**config.mk**
```make
export PLATFORM = sky130hd
export DESIGN_NAME = t08_memory_handler
export DESIGN_NICKNAME = d
export VERILOG_FILES = /design/src/rtl/t08_memory_handler.sv
export SDC_FILE = /design/constraint.sdc
export NUM_CORES = 1
export LEC_CHECK = 0
export CORE_MARGIN = 3
export CORE_UTILIZATION = 43
export CTS_CLUSTER_DIAMETER = 40
export CTS_CLUSTER_SIZE = 24
export DETAILED_ROUTE_END_ITERATION = 16
export PLACE_DENSITY = 0.8
export SLEW_MARGIN = 25
export SYNTH_ARGS = -nofsm -noshare
export SYNTH_HDL_FRONTEND = slang
export SYNTH_SLANG_ARGS = --single-unit
```
**constraint.sdc**
```tcl
create_clock -name clk -period 2 [get_ports clk]
set_clock_uncertainty 0.05 [all_clocks]
set_input_delay 0.4 -clock clk [delete_from_list [all_inputs] [get_ports clk]]
set_output_delay 0.4 -clock clk [all_outputs]
set_load 0.01 [all_outputs]
```
**src/rtl/t08_memory_handler.sv**
```systemverilog
// t08_memory_handler: data-memory access sequencer for the team 08 RV32I core.
// It runs one byte/half/word load or store on a word-addressed req/ack bus.
// It stalls the core with freeze while the access is in flight.
// Load results are returned sign- or zero-extended.
// Optional feature macro: T08_MEMH_TIMEOUT_EN enables a watchdog.
// The watchdog abandons an unacknowledged access after TIMEOUT_CYCLES cycles and flags err.
module t08_memory_handler #(
    parameter int unsigned TIMEOUT_CYCLES = 255
) (
    input  logic        clk,
    input  logic        nRst,
    input  logic        read,
    input  logic        write,
    input  logic [2:0]  funct3,
    input  logic [31:0] addr,
    input  logic [31:0] store_data,
    input  logic        mem_ack,
    input  logic [31:0] mem_rdata,
    output logic        mem_read,
    output logic        mem_write,
    output logic [31:0] mem_addr,
    output logic [31:0] mem_wdata,
    output logic [3:0]  mem_sel,
    output logic [31:0] load_data,
    output logic        freeze,
    output logic        done,
    output logic        err
);

    typedef enum logic [1:0] {
        S_IDLE   = 2'd0,
        S_ACCESS = 2'd1,
        S_DONE   = 2'd2
    } state_t;

    state_t      state, state_nxt;
    logic        cmd;
    logic        fault_in;
    logic        timeout;
    logic [2:0]  f3_q;
    logic [1:0]  off_q;

    // The watchdog counter is 16 bits wide, so the limit must fit in it.
    if (TIMEOUT_CYCLES < 1 || TIMEOUT_CYCLES > 65535) begin : g_bad_timeout
        $error("TIMEOUT_CYCLES must lie in 1..65535");
    end

    // Misalignment and illegal funct3 detection, evaluated on the live command.
    function automatic logic access_fault(input logic is_store, input logic [2:0] f3,
                                          input logic [1:0] o);
        logic bad;
        if (is_store) bad = (f3 >= 3'b011);
        else          bad = (f3 == 3'b011) || (f3 == 3'b110) || (f3 == 3'b111);
        case (f3[1:0])
            2'b01:   if (o[0])        bad = 1'b1;
            2'b10:   if (o != 2'b00)  bad = 1'b1;
            default: ;
        endcase
        return bad;
    endfunction

    // Byte-lane enables for the access width at byte offset o.
    function automatic logic [3:0] lane_sel(input logic [2:0] f3, input logic [1:0] o);
        case (f3[1:0])
            2'b00:   return 4'b0001 << o;
            2'b01:   return o[1] ? 4'b1100 : 4'b0011;
            default: return 4'b1111;
        endcase
    endfunction

    // Store data replicated across all lanes so the lane enables alone pick the target.
    function automatic logic [31:0] lane_wdata(input logic [2:0] f3, input logic [31:0] sd);
        case (f3[1:0])
            2'b00:   return {4{sd[7:0]}};
            2'b01:   return {2{sd[15:0]}};
            default: return sd;
        endcase
    endfunction

    // Pick the addressed byte/half out of the bus word and extend it per funct3.
    function automatic logic [31:0] extract_load(input logic [2:0] f3, input logic [1:0] o,
                                                 input logic [31:0] rd);
        logic signed [7:0]  b;
        logic signed [15:0] h;
        logic signed [31:0] r;
        b = rd[{o, 3'b000} +: 8];
        h = rd[{o[1], 4'b0000} +: 16];
        case (f3)
            3'b000:  r = b;
            3'b001:  r = h;
            3'b100:  r = {24'h000000, b};
            3'b101:  r = {16'h0000, h};
            default: r = rd;
        endcase
        return r;
    endfunction

    assign cmd      = read | write;
    assign fault_in = access_fault(write, funct3, addr[1:0]);
    assign freeze   = (state == S_ACCESS) | ((state == S_IDLE) & cmd);

`ifdef T08_MEMH_TIMEOUT_EN
    localparam logic [15:0] TO_LAST = 16'(TIMEOUT_CYCLES - 1);
    logic [15:0] to_cnt;

    // Watchdog: cleared when an access starts, counts every unacknowledged ACCESS cycle.
    always_ff @(posedge clk or negedge nRst) begin
        if (!nRst)                                      to_cnt <= '0;
        else if (state == S_IDLE && cmd && !fault_in)   to_cnt <= '0;
        else if (state == S_ACCESS && !mem_ack)         to_cnt <= to_cnt + 16'd1;
    end

    // The last permitted ACCESS cycle is the one where the counter shows TIMEOUT_CYCLES-1.
    assign timeout = (state == S_ACCESS) && !mem_ack && (to_cnt == TO_LAST);
`else
    assign timeout = 1'b0;
`endif

    // State register.
    always_ff @(posedge clk or negedge nRst) begin
        if (!nRst) state <= S_IDLE;
        else       state <= state_nxt;
    end

    // Next-state logic; store wins over load because only write is tested for the kind.
    always_comb begin
        state_nxt = state;
        case (state)
            S_IDLE:   if (cmd) state_nxt = fault_in ? S_DONE : S_ACCESS;
            S_ACCESS: if (mem_ack || timeout) state_nxt = S_DONE;
            S_DONE:   state_nxt = S_IDLE;
            default:  state_nxt = S_IDLE;
        endcase
    end

    // Registered bus request, load capture and done/err pulses.
    always_ff @(posedge clk or negedge nRst) begin
        if (!nRst) begin
            mem_read  <= 1'b0;
            mem_write <= 1'b0;
            mem_addr  <= '0;
            mem_wdata <= '0;
            mem_sel   <= '0;
            load_data <= '0;
            done      <= 1'b0;
            err       <= 1'b0;
            f3_q      <= '0;
            off_q     <= '0;
        end else begin
            done <= 1'b0;
            err  <= 1'b0;
            case (state)
                S_IDLE: begin
                    if (cmd) begin
                        f3_q  <= funct3;
                        off_q <= addr[1:0];
                        if (fault_in) begin
                            done <= 1'b1;
                            err  <= 1'b1;
                        end else begin
                            mem_read  <= ~write;
                            mem_write <= write;
                            mem_addr  <= {addr[31:2], 2'b00};
                            mem_sel   <= lane_sel(funct3, addr[1:0]);
                            mem_wdata <= lane_wdata(funct3, store_data);
                        end
                    end
                end
                S_ACCESS: begin
                    if (mem_ack) begin
                        mem_read  <= 1'b0;
                        mem_write <= 1'b0;
                        done      <= 1'b1;
                        if (mem_read) load_data <= extract_load(f3_q, off_q, mem_rdata);
                    end else if (timeout) begin
                        mem_read  <= 1'b0;
                        mem_write <= 1'b0;
                        done      <= 1'b1;
                        err       <= 1'b1;
                    end
                end
                default: ;
            endcase
        end
    end

endmodule

```
* After elaboration in Yosys (flattened, before gate mapping)
Cells that the tools add are included.
** Storage, ports and cells
- Bits in registers :: 109
- Input bits :: 104
- Output and inout bits :: 105
- Logic and storage cells :: 68
** Operators by class
- Order comparisons :: 1
- Equal/unequal tests :: 12
- Shift-type cells :: 3
- Mux-type cells :: 24
- Bitwise gates (word level) :: 5
- Reductions and logical operators :: 12
** Operators with widths (number)
- 32-bit one-hot mux with 4 select lines :: 1
- 32-bit one-hot mux with 2 select lines :: 1
- 32-bit by 6-bit variable part select with 16-bit output :: 1
- 32-bit by 6-bit variable part select with 8-bit output :: 1
- 3-bit equality test, second input constant :: 4
- 1-bit 2-to-1 mux :: 12
- 1-bit one-hot mux with 2 select lines :: 4
- 4-bit one-hot mux with 2 select lines :: 1
- 2-bit 2-to-1 mux :: 3
- 2-bit != test, second input constant :: 3
- 3-bit AND reduction :: 2
- 2-bit by 1-bit equality test with 1-bit output, second input constant :: 2
- 2-bit zero test :: 2
- 4-bit 2-to-1 mux :: 1
- 2-bit one-hot mux with 2 select lines :: 1
- 2-bit AND reduction :: 2
- 4-bit AND reduction :: 1
- 2-bit nonzero test :: 2
- 1-bit by 2-bit << shifter with 4-bit output, first input constant :: 1
- 3-bit by 1-bit equality test with 1-bit output, second input constant :: 1
- 3-bit by 2-bit equality test with 1-bit output, second input constant :: 1
- 3-bit by 2-bit greater-or-equal comparator with 1-bit output, second input constant :: 1
- 3-bit zero test :: 1
- 2-bit equality test, second input constant :: 1
- other kinds (4) :: 7

* Logic depth before layout (Yosys ltp)
Gate-level depths: netlist of the first run.
- Word-level depth :: 9
- Gate-level depth with buffers :: 8
- Depth with buffers taken out :: 6

* Worst setup path before layout of the first run
No wires, ideal clock.
- Path type :: in2reg
- Start point :: input port funct3[1]
- End point :: register mem_wdata[23]
- Setup time :: 0.125 ns
- Arrival time :: 1.843 ns
- Path slack :: -0.018 ns
- Stages on the path :: 7
- Path buffers :: 2
- Cell sequence :: inv_1 -> ha_1 -> clkbuf_1 -> nor2_2 -> buf_2 -> mux2_2 -> mux2_2
** On the way
- Longest elaborated chain between the ends :: 8
- Elaborated cells between the ends (all ways) :: 16
- Those cells by class :: order compare (1); eq/ne (5); mux (5); bitwise (1); reduce/logical (4)
** RTL lines
- from (decl) :: RTL line 14 : input logic [2:0] funct3,
- branches (longest 8 deep; another with 3-bit by 2-bit greater-or-equal comparator with 1-bit output)
- to (signal assigned) :: RTL line 165 : mem_wdata <= lane_wdata(funct3, store_data);
- to (decl) :: RTL line 22 : output logic [31:0] mem_wdata,
Parallel ways; which one is timed is not known.
A chain may end at the register's enable or synchronous reset.

* Worst setup path after layout of the first run
- Start point :: input port funct3[1]
- End point :: register mem_wdata[15]
Same word-level chain as after synthesis.

==> results of run 1 <==
[cell families (layout without fill, tap and decap cells)]
family | Yosys count | after routing | synth area share (%)
DFF | 109 | 109 | 53.2
other | 1 | 2 | 0.0732
buffers and inverters | 38 | 274 | 3.98
adders and majority gates | 4 | 4 | 0.977
and+or+nand+nor | 133 | 133 | 11.7
AOI/OAI and AO/OA | 83 | 83 | 11.6
muxes | 85 | 85 | 18.4
[final cells by class]
| class | count | area [sq um] |
|---|---|---|
| Clock buffer | 10 | 229 |
| Clock inverter | 4 | 73.8 |
| Fill cell | 836 | 3430 |
| Inverter | 5 | 18.8 |
| Multi-Input combinational cell | 307 | 2260 |
| Sequential cell | 109 | 2730 |
| Tap cell | 143 | 179 |
| Timing Repair Buffer | 255 | 2590 |
[stage by stage]
step                      utilization, %  power (W)  std cells
final                               70.2     0.0114        833
after global routing                70.2     0.0120        833
after CTS                           69.7     0.0114        831
after detailed placement            65.1    0.00926        806
after global placement              65.1    0.00906        806
after floorplan                        -    0.00626        454
[power by group]
| group | internal [W] | switching, W | leakage (nW) | total [W] |
|---|---|---|---|---|
| Sequential | 0.00328 | 0.000593 | 1.32 | 0.00387 |
| Combinational | 0.00321 | 0.00241 | 2.03 | 0.00562 |
| Clock | 0.00109 | 0.000780 | 0.149 | 0.00187 |
| Total | 0.00758 | 0.00378 | 3.50 | 0.0114 |
[worst paths after layout]
| path | from | endpoint | slack (ns) | cells past startpoint |
|---|---|---|---|---|
| max reg2reg | off_q[0] | load_data[6] | 0.14 | 4 |
| max in group asynchronous | nRst | mem_addr[16] | 0.82 | 3 |
| min | funct3[0] | f3_q[0] | 0.39 | 3 |
| min in group asynchronous | nRst | mem_addr[28] | 0.45 | 2 |
| min reg2reg | load_data[1] | load_data[1] | 0.43 | 2 |
| max | funct3[1] | mem_wdata[15] | 0.02 | 11 |
[state kept, by name, indices dropped and copies added (netlist names), 2 cells and up]
| register | cells |
|---|---|
| mem_addr | 30 |
| f3_q | 3 |
| state | 2 |
| mem_sel | 4 |
| mem_wdata | 32 |
| load_data | 32 |
| off_q | 2 |
[critical path: stages]
cell	delay [ns]
dlygate4sd2_1	0.26
buf_6	0.13
ha_4	0.17
a21oi_4	0.16
o211ai_2	0.13
nor2_4	0.11
buf_6	0.11
buf_8	0.10
buf_12	0.12
clkbuf_16	0.15
mux2_2	0.32
[routing by layer]
layer	share of wire, %	vias to the layer above	track usage, %
met3	9.7	31	9.21
met4	2.2	0	6.81
met2	49	233	38.9
met1	39	2239	28.4
met5	0	-	0
li1	-	2084	-
[repair_timing]
| action | CTS | global route |
|---|---|---|
| setup endpoints to repair | 66 | 61 |
| endpoints found under the hold margin | 23 | 0 |
| pin swaps | 2 | 3 |
| cloned | 4 | 1 |
| resized for setup | 19 | 9 |
| setup buffers | 7 | 1 |
| hold buffers | 1 | 0 |
[cells in the final DEF, fill, tap and decap left out, drive strengths merged, types with 6 or more instances in the layout]
cell and count:
dfrtp 109, mux2 73, buf 48, clkdlybuf4s50 200, o31ai 8, nor2 15, o21ai 8, nand2 61
clkbuf 12, a22o 17, a311oi 7, a22oi 16, or3 7, mux2i 12, nand3 34, nor2b 6
a21oi 19
==> impl_metrics.tcl, run 1 <==
set metrics [dict create \
    outcome "finished, final reports clean" \
    root_buffer "clkbuf_16" \
    hold_class "primary input to flop" \
    worstPathArrival_ns 2.16 \
    setup_ws_ns 0.0228 \
    ios 209 \
    cp_max_fo 5 \
    fin_nets 795 \
    num_rows 39 \
    start_util_pct 44.5 \
    synth.distinct_cells 37 \
    setup_viol 0 \
    tightest_slew_ns 0.704 \
    antenna_found_initial 0 \
    drt_iter0_drc 382 \
    wl_per_cell_um 19.0 \
    finalCritPeriodShare_pct 98.9 \
    die-area_sq_um 13300 \
    vias 4587 \
    grt_pass1_wl_mm 24.3 \
    avgSynthCellArea_sq_um 11.3 \
    clk_path_buf_depth 2 \
    drc 0 \
    yosysSeqAreaShare_pct 53.2 \
    final_max_slew_viol_count 0 \
    required_ns 2.18 \
    slew_headroom_pct 52.9 \
    synth_area_sq_um 5120 \
    die_y_um 115 \
    cellLeakagePower_nw 3.50 \
    hold_viol_final 0 \
    synth_common_cells "109 x dfrtp_1, 61 x nand2_1, 45 x mux2_2, 34 x nand3_1, 28 x mux2_1" \
    core_sq_um 11500 \
    first_pass_iters 5 \
    antenna_left 0 \
    synth_top_area_share_pct 53.2 \
    endpoint_kind "flop" \
    fin_crit_ns 1.98 \
    insertion_delay_ns 0.34 \
    synth_edf_count 0 \
    dp_hpwl_mm 11.0 \
    areaGrowthSynthToFinish_pct 57.7 \
    pwr_density_cell_nw_per_um2 1410 \
    max_freq_ghz 0.506 \
    tns_ns 0 \
    setup.worst_path.class "primary input to flop" \
    rsz0062_at_grt "false" \
    synth-seq-cells 109 \
    place_worst_setup_slack_ns -0.566 \
    max_cap_violations 0 \
    clock_sinks 109 \
    ys_warn_count 0 \
    synth_top_area_cell "dfrtp_1" \
    n_antenna_cell 0 \
    cts.clk_slew.worst_paths_ns 0.07 \
    die_w_um 115 \
    whs_ns 0.394 \
    netlist_top_cells_area "dfrtp_1 53%, mux2_2 9.9%, mux2_1 6.2%" \
    drive_above_1_share_pct 18.0 \
    cp-start-kind "primary input" \
    wirelength_mm 15.8 \
    vdd_ir_drop_max_uv 876 \
    grt_max_degree 53 \
    htree_levels 3 \
    ys.flop_type "dfrtp_1" \
    cts-buffers-inserted 9 \
    numPortBuffers 206 \
    cts_tree "built" \
    grt_use_total_pct 23.5 \
    place_area_sq_um 7500 \
    synth_most_common_cell "dfrtp_1" \
    grt.overflow.total 0 \
    vias_per_cell 5.51 \
    fin_area_sq_um 8080 \
    syn_inst 453 \
    grt_pass1_vias 4800 \
    place_congestion 0.829 \
    async_reset_ff_share_pct 100 \
]
Power figures use the tool's default switching activity.
==> run 2: changes to the inputs <==
--- a/config.mk
+++ b/config.mk
@@ -15,3 +15,4 @@
 export SYNTH_ARGS = -nofsm -noshare
 export SYNTH_HDL_FRONTEND = slang
 export SYNTH_SLANG_ARGS = --single-unit
+export TNS_END_PERCENT = 100
==> results of run 2 <==
Same layout as run 1: the final DEF is identical, and so are final timing and power.
